$ cat config.mk
export PLATFORM = sky130hd
export DESIGN_NAME = alu_mc
export DESIGN_NICKNAME = d
export VERILOG_FILES = /design/src/rtl/alu_mc.sv
export SDC_FILE = /design/constraint.sdc
export NUM_CORES = 1
export LEC_CHECK = 0
export BUFFER_PORTS_ARGS = -buffer_cell sky130_fd_sc_hd__buf_2
export CAP_MARGIN = 20
export CORE_ASPECT_RATIO = 0.7
export CORE_MARGIN = 1
export CORE_UTILIZATION = 27
export CTS_CLUSTER_SIZE = 40
export DETAILED_ROUTE_END_ITERATION = 7
export MAX_ROUTING_LAYER = met4
export PLACE_DENSITY_LB_ADDON = 0.3
export SETUP_SLACK_MARGIN = 0.15
export SYNTH_ARGS = -nofsm -noshare
export SYNTH_HDL_FRONTEND = slang
export SYNTH_SLANG_ARGS = --single-unit
$ cat constraint.sdc
create_clock -name clk -period 4.1 [get_ports clk]
set_clock_uncertainty 0.2 [all_clocks]
set_input_delay 0.82 -clock clk [delete_from_list [all_inputs] [get_ports clk]]
set_output_delay 0.82 -clock clk [all_outputs]
set_load 0.02 [all_outputs]
$ cat src/rtl/alu_mc.sv
// Multi-cycle ALU with valid/ready handshakes: single-cycle logic/arith ops, serial shifts.
// Define ALU_MUL_EN to build the serial shift-add multiplier (op 8); otherwise op 8 is illegal.
//   state | meaning
//   IDLE  | in_ready high, waiting for an op
//   EXEC  | computing (1 cycle, shamt cycles for shifts, WIDTH cycles for MUL)
//   DONE  | out_valid high, result held until out_ready
module alu_mc #(
  parameter int WIDTH = 4
) (
  input  logic             clk,
  input  logic             rst,
  input  logic             in_valid,
  output logic             in_ready,
  input  logic [3:0]       op,
  input  logic [WIDTH-1:0] a,
  input  logic [WIDTH-1:0] b,
  output logic             out_valid,
  input  logic             out_ready,
  output logic [WIDTH-1:0] result,
  output logic [WIDTH-1:0] result_hi,
  output logic             cout,
  output logic             overflow,
  output logic             zero,
  output logic             illegal
);

  localparam int SHW = $clog2(WIDTH);
  localparam int CW  = $clog2(WIDTH + 1);

  localparam logic [3:0] OP_ADD = 4'd0;
  localparam logic [3:0] OP_SUB = 4'd1;
  localparam logic [3:0] OP_NOT = 4'd2;
  localparam logic [3:0] OP_AND = 4'd3;
  localparam logic [3:0] OP_OR  = 4'd4;
  localparam logic [3:0] OP_XOR = 4'd5;
  localparam logic [3:0] OP_SLT = 4'd6;
  localparam logic [3:0] OP_EQ  = 4'd7;
  localparam logic [3:0] OP_MUL = 4'd8;
  localparam logic [3:0] OP_SLL = 4'd9;
  localparam logic [3:0] OP_SRL = 4'd10;
  localparam logic [3:0] OP_SRA = 4'd11;

  typedef enum logic [1:0] {IDLE, EXEC, DONE} state_t;

  state_t           st, st_nxt;
  logic [3:0]       op_q, op_nxt;
  logic [WIDTH-1:0] a_q, a_nxt, b_q, b_nxt;
  logic [WIDTH-1:0] acc, acc_nxt;
  logic [CW-1:0]    cnt, cnt_nxt;
  logic [WIDTH-1:0] res_nxt, hi_nxt;
  logic             cout_nxt, ovf_nxt, ill_nxt, commit;
  logic [WIDTH:0]   add_s, sub_s;
  logic             add_ovf, sub_ovf;
`ifdef ALU_MUL_EN
  logic [WIDTH-1:0]   acc_hi, acch_nxt;
  logic [WIDTH:0]     msum;
  logic [2*WIDTH-1:0] mcat;
`endif

  assign add_s   = {1'b0, a_q} + {1'b0, b_q};
  assign sub_s   = {1'b0, a_q} + {1'b0, ~b_q} + (WIDTH+1)'(1);
  assign add_ovf = (a_q[WIDTH-1] == b_q[WIDTH-1]) && (add_s[WIDTH-1] != a_q[WIDTH-1]);
  assign sub_ovf = (a_q[WIDTH-1] != b_q[WIDTH-1]) && (sub_s[WIDTH-1] != a_q[WIDTH-1]);

  always_ff @(posedge clk or negedge rst) begin
    if (!rst) st <= IDLE;
    else      st <= st_nxt;
  end

  always_comb begin
    st_nxt   = st;
    op_nxt   = op_q;
    a_nxt    = a_q;
    b_nxt    = b_q;
    acc_nxt  = acc;
    cnt_nxt  = cnt;
    res_nxt  = '0;
    hi_nxt   = '0;
    cout_nxt = 1'b0;
    ovf_nxt  = 1'b0;
    ill_nxt  = 1'b0;
    commit   = 1'b0;
`ifdef ALU_MUL_EN
    acch_nxt = acc_hi;
    msum     = '0;
    mcat     = '0;
`endif
    case (st)
      IDLE: begin
        if (in_valid && in_ready) begin
          op_nxt  = op;
          a_nxt   = a;
          b_nxt   = b;
          acc_nxt = a;
          cnt_nxt = CW'(b[SHW-1:0]);
`ifdef ALU_MUL_EN
          // multiplier starts in the low half of the product register
          if (op == OP_MUL) begin
            acc_nxt  = b;
            acch_nxt = '0;
            cnt_nxt  = CW'(WIDTH);
          end
`endif
          st_nxt = EXEC;
        end
      end
      EXEC: begin
        commit = 1'b1;
        case (op_q)
          OP_ADD: begin res_nxt = add_s[WIDTH-1:0]; cout_nxt = add_s[WIDTH]; ovf_nxt = add_ovf; end
          OP_SUB: begin res_nxt = sub_s[WIDTH-1:0]; cout_nxt = sub_s[WIDTH]; ovf_nxt = sub_ovf; end
          OP_NOT: res_nxt = ~a_q;
          OP_AND: res_nxt = a_q & b_q;
          OP_OR:  res_nxt = a_q | b_q;
          OP_XOR: res_nxt = a_q ^ b_q;
          OP_SLT: begin res_nxt = WIDTH'(sub_s[WIDTH-1] ^ sub_ovf); ovf_nxt = sub_ovf; end
          OP_EQ:  res_nxt = WIDTH'(sub_s[WIDTH-1:0] == '0);
          OP_SLL, OP_SRL, OP_SRA: begin
            if (cnt != '0) begin
              if (op_q == OP_SLL)      acc_nxt = acc << 1;
              else if (op_q == OP_SRL) acc_nxt = acc >> 1;
              else                     acc_nxt = {acc[WIDTH-1], acc[WIDTH-1:1]};
              cnt_nxt = cnt - CW'(1);
            end
            res_nxt = acc_nxt;
            commit  = (cnt <= CW'(1));
          end
`ifdef ALU_MUL_EN
          OP_MUL: begin
            msum     = acc[0] ? ({1'b0, acc_hi} + {1'b0, a_q}) : {1'b0, acc_hi};
            mcat     = {msum, acc[WIDTH-1:1]};
            acch_nxt = mcat[2*WIDTH-1:WIDTH];
            acc_nxt  = mcat[WIDTH-1:0];
            cnt_nxt  = cnt - CW'(1);
            res_nxt  = acc_nxt;
            hi_nxt   = acch_nxt;
            commit   = (cnt == CW'(1));
          end
`endif
          default: ill_nxt = 1'b1;
        endcase
        if (commit) st_nxt = DONE;
      end
      DONE: if (out_ready) st_nxt = IDLE;
      default: st_nxt = IDLE;
    endcase
  end

  always_ff @(posedge clk or negedge rst) begin
    if (!rst) begin
      op_q      <= '0;
      a_q       <= '0;
      b_q       <= '0;
      acc       <= '0;
      cnt       <= '0;
      in_ready  <= 1'b0;
      out_valid <= 1'b0;
      result    <= '0;
      result_hi <= '0;
      cout      <= 1'b0;
      overflow  <= 1'b0;
      zero      <= 1'b0;
      illegal   <= 1'b0;
    end else begin
      op_q      <= op_nxt;
      a_q       <= a_nxt;
      b_q       <= b_nxt;
      acc       <= acc_nxt;
      cnt       <= cnt_nxt;
      in_ready  <= (st_nxt == IDLE);
      out_valid <= (st_nxt == DONE);
      // outputs only move when an op finishes, so DONE holds them untouched
      if (commit) begin
        result    <= res_nxt;
        result_hi <= hi_nxt;
        cout      <= cout_nxt;
        overflow  <= ovf_nxt;
        zero      <= (res_nxt == '0);
        illegal   <= ill_nxt;
      end
    end
  end

`ifdef ALU_MUL_EN
  always_ff @(posedge clk or negedge rst) begin
    if (!rst) acc_hi <= '0;
    else      acc_hi <= acch_nxt;
  end
`endif

endmodule

After elaboration in Yosys (flattened, before gate mapping)
Cells that the tools add are included.
Operators by class
  $add $sub $neg: 4
  $lt $le $gt $ge: 1
  eq/ne operators: 20
  mux-type cells: 25
  bitwise gates (word level): 6
  reductions and logical operators: 16
Operators by type and width (count)
  4-bit case mux with 9 select lines: 1
  4-bit 2-to-1 mux: 6
  4-bit by 3-bit equality test with 1-bit output (second input constant): 4
  4-bit equality test (second input constant): 3
  4-bit logical NOT: 3
  11-bit OR reduction: 1
  4-bit by 4-bit adder with 5-bit output: 2
  3-bit 2-to-1 mux: 3
  4-bit by 2-bit equality test with 1-bit output (second input constant): 2
  4-bit NOT: 2
  4-bit case mux with 2 select lines: 1
  1-bit 2-to-1 mux: 7
  2-bit 2-to-1 mux: 3
  2-bit case mux with 3 select lines: 1
  3-bit case mux with 2 select lines: 1
  5-bit by 1-bit adder with 5-bit output (second input constant): 1
  4-bit bitwise AND: 1
  2-bit equality test (second input constant): 2
  4-bit by 1-bit equality test with 1-bit output (second input constant): 1
  2-bit logical NOT: 2
  2-bit inequality test (second input constant): 2
  4-bit bitwise OR: 1
  1-bit case mux with 2 select lines: 2
  4-bit AND reduction: 1
  15 further kinds: 19
Word-level totals
  register bits after elaboration: 31
  input bits: 16
  output and inout port bits: 14

Longest topological paths before layout
  depth in word-level cells: 9
  gate-level depth with buffers: 12

Worst setup path after synthesis
Ideal clock, no wire load.
  path kind: register to register
  start point: reg a_q[1]
  end point: reg zero
  library setup time: 92 ps
  arrival time: 2379 ps
  setup slack: 1429 ps
  cell stages (with the launch flop): 12
  buffers on the path: 0
  clock period less this slack: 2671 ps
  cells stage by stage: dfrtp_1 inv_1 ha_1 o21bai_1 a21oi_1 fa_1 nor2_1 a21oi_1 o32ai_1 a211oi_1 o21ai_1 o31ai_2
On the way
  cells in the longest elaborated chain, start to end: 8
  elaborated cells between the ends (all ways): 14
  those cells by class: add/sub: 3; eq/ne: 1; mux: 2; bitwise: 5; reduce/logical: 3
RTL lines
  from (decl): line 47  | logic [WIDTH-1:0] a_q, a_nxt, b_q, b_nxt;
  from (signal assigned): line 166  | a_q <= a_nxt;
  4-bit by 4-bit adder with 5-bit output: line 61  | assign sub_s = {1'b0, a_q} + {1'b0, ~b_q} + (WIDTH+1)'(1);
  5-bit by 1-bit adder with 5-bit output: line 61
  1-bit inequality test: line 63  | assign sub_ovf = (a_q[WIDTH-1] != b_q[WIDTH-1]) && (sub_s[WIDTH-1] != a_q[WIDTH-1]);
  1-bit logical AND: line 63
  1-bit XOR: line 116  | OP_SLT: begin res_nxt = WIDTH'(sub_s[WIDTH-1] ^ sub_ovf); ovf_nxt = sub_ovf; end
  4-bit case mux with 9 select lines (*): line 109  | case (op_q)
  4-bit 2-to-1 mux (*): line 88  | case (st)
  4-bit logical NOT (*): line 178  | zero <= (res_nxt == '0);
  to (signal assigned): line 178
  to (decl): line 23  | output logic zero,
Every way passes the cells marked *; elsewhere a longest branch is shown, timed or not.
A chain may end at the register's enable or synchronous reset.

Worst setup path after layout
Ends and elaborated chain as after synthesis.

==> summary.txt <==
Syn Area/Cell = 8.884 µm²
Most used DFF post-synth = dfrtp_1
Worst path max stage delay = 0.54 ns
# diodes = 0
crit-path cells = inv_1, ha_1, o21bai_1, a21oi_1, fa_1, nor2_1, a21oi_1, o32ai_1, a211oi_1, o21ai_1, o31ai_2
Storage cell area = 775.7 µm²
io pins = 30
largest net degree at the start of global routing = 32
Worst path slowest cell = fa_1
nets = 302
cell count after synthesis = 249
Cell variety after synth = 57
Max Fclk = 332.7 MHz
Max clock buf depth = 2
most common cell after layout, fill and taps aside = nand2_1
fin util = 31.77%
outcome = completed
sum of buffers and inverters on the critical path = 1
DRT antenna net count = 0
Clk pin slew, worst setup/hold paths = 0.06 ns
total of max-cap violations = 0
Congestion Overflow GR = 0
CTS tree = built
Pleak = 1.129 nW
Critical Path AT = 2.99 ns
Multi-input gate area = 0.001272 mm²
Worst-Skew Late Latency = 0.27 ns
maximum VDD drop = 0.3727 mV
crit-path max FO = 6
Hold Crit Class = reg2reg
Die H = 77.73 µm
DRC viols = 0
most frequent cells in the layout = 35 x nand2_1, 31 x dfrtp_1, 25 x buf_2
DRT iter0 DRCs = 116
GPL Wtd Cong = 0.8640
die area = 0.008565 mm²
Seq/Total Area, Yosys = 35.07%
initial antenna violation count = 0
CTS Buf Count = 5
CTS Sinks = 31
total vias in the final route = 1767
IO Port Bufs = 25
clk root buf = clkbuf_16
Cell Area, Synth = 0.002212 mm²
CP Class = reg2reg
core area = 0.007905 mm²
post-cts gate resize count = 0
H-tree lvl count = 2
met2 usage = 17.13%
cts hold-fix bufs = 0
gr busiest metal = met1
Vias/cell = 4.789
final wirelength = 5410 µm
Post-synth EDFFs = 0
startpoint types = flip-flop
Worst Path Required = 4.08 ns
final period utilization = 73.31%
final setup vio count = 0
vias in the first global route = 1645
worst-margin pin slew = 0.8803 ns
family with the most delay on the worst path = compound AO/OA/AOI/OAI gates
Yosys reg bits = 31
PD cells = 920.1 mW/mm²
DR pass1 iterations = 4
# rows = 27
DP Wirelength = 4014 µm
Final Max Slew Viols = 0
synth-to-layout area growth = 13.52%
Post CTS Setup Buffer Count = 0
YS warnings = 0
proportion of layout cells with a drive suffix above 1 = 18.28%
fin crit period = 3.006 ns
Crit. End Element = flip-flop
FILL cells = 843
first-pass GRT wire length = 9004 µm
Rel. slew slack = 40.92%
die span in x = 110.2 µm
Starting Density = 27.98%
count of final hold-check violations = 0
setup TNS = 0 ns
RSZ-0062 raised after global routing = false
FFs w/ async S/R, synth = 100.0%
GRT Total Usage = 14.29%
met3 Track Usage GR = 3.277%
Avg WL per Cell = 14.66 µm
most used cell, CP = a21oi_1
M1 GR Usage = 23.59%
[cells by family after synthesis]
group | Yosys count | share of synthesized area, %
DFF | 31 | 35.07
AOI/OAI and AO/OA | 70 | 21.49
buffers and inverters | 34 | 7.918
adders and majority gates | 19 | 11.71
other | 1 | 0.1695
muxes | 6 | 2.998
and+or+nand+nor | 82 | 18.27
xor gates and xnor gates | 6 | 2.376
[state kept, by name (all words and copies together) (netlist names)]
register   count
b_q            4
st             2
in_ready       1
illegal        1
overflow       1
cout           1
result         4
cnt            3
op_q           4
a_q            4
acc            4
zero           1
out_valid      1
[synth_stat cells, drive strengths merged (3+ instances only)]
master,instances,share of area [%]
nand2,36,6.4
o21ai,26,5.9
nand2b,4,1.1
and2b,3,1.0
clkbuf,5,0.85
dfrtp,31,35
fa,3,2.7
nand3b,3,1.0
inv,18,3.1
a211oi,5,1.7
xor2,3,1.2
nor2,21,3.7
ha,15,8.5
o31ai,4,1.6
mux2,5,2.5
xnor2,3,1.2
buf,11,4.0
nand3,3,0.68
a21oi,11,2.5
[cell type report]
type | instances | share of cell area, %
Clock buffer | 6 | 5.531
Clock inverter | 1 | 0.1993
Inverter | 18 | 2.691
Multi-Input combinational cell | 187 | 50.67
Sequential cell | 31 | 30.89
Tap cell | 101 | 5.032
Timing Repair Buffer | 25 | 4.983
[worst register-to-register path, stage by stage, from the launching register on]
cell	delay [ns]
dfrtp_1	0.48
inv_1	0.10
ha_1	0.35
o21bai_1	0.18
a21oi_1	0.11
fa_1	0.54
nor2_1	0.05
a21oi_1	0.16
o32ai_1	0.09
a211oi_1	0.24
o21ai_1	0.16
o31ai_2	0.24
[power breakdown]
part	internal [mW]	leakage, nW	switching [mW]
clock network	0.237	0.0727	0.135
registers	0.444	0.388	0.200
logic	0.531	0.668	0.763
[per-layer routing]
metal	up-vias	routed length, µm
met2	66	1981
met1	807	3068
met3	2	349
met5	-	0
met4	0	10
li1	892	-
[worst paths after layout]
kind / startpoint / end / slack (ns) / cells after the start
max in group asynchronous: rst / op_q[3] / 2.85 / 1
min in group asynchronous: rst / b_q[3] / 0.39 / 1
min: overflow / overflow / 0.28 / 2
min reg2reg: overflow / overflow / 0.28 / 2
max: a_q[1] / zero / 1.09 / 11
max reg2reg: a_q[1] / zero / 1.09 / 11
[per-stage QoR]
stage / area [µm²] / cells / worst slack [ns] / power [mW] / hold slack [ns]
finish: 2511 / 369 / 1.094 / 2.311 / 0.2756
detailed placement: 2367 / 362 / 1.136 / 1.931 / 0.2740
global placement: 2367 / 362 / 1.228 / 1.922 / 0.2585
global route: 2511 / 369 / 0.8869 / 2.524 / 0.3093
floorplan: 2223 / 252 / 1.429 / 1.643 / 0.2715
CTS: 2511 / 369 / 1.123 / 2.310 / 0.2858
(Power assumes the default switching activity.)
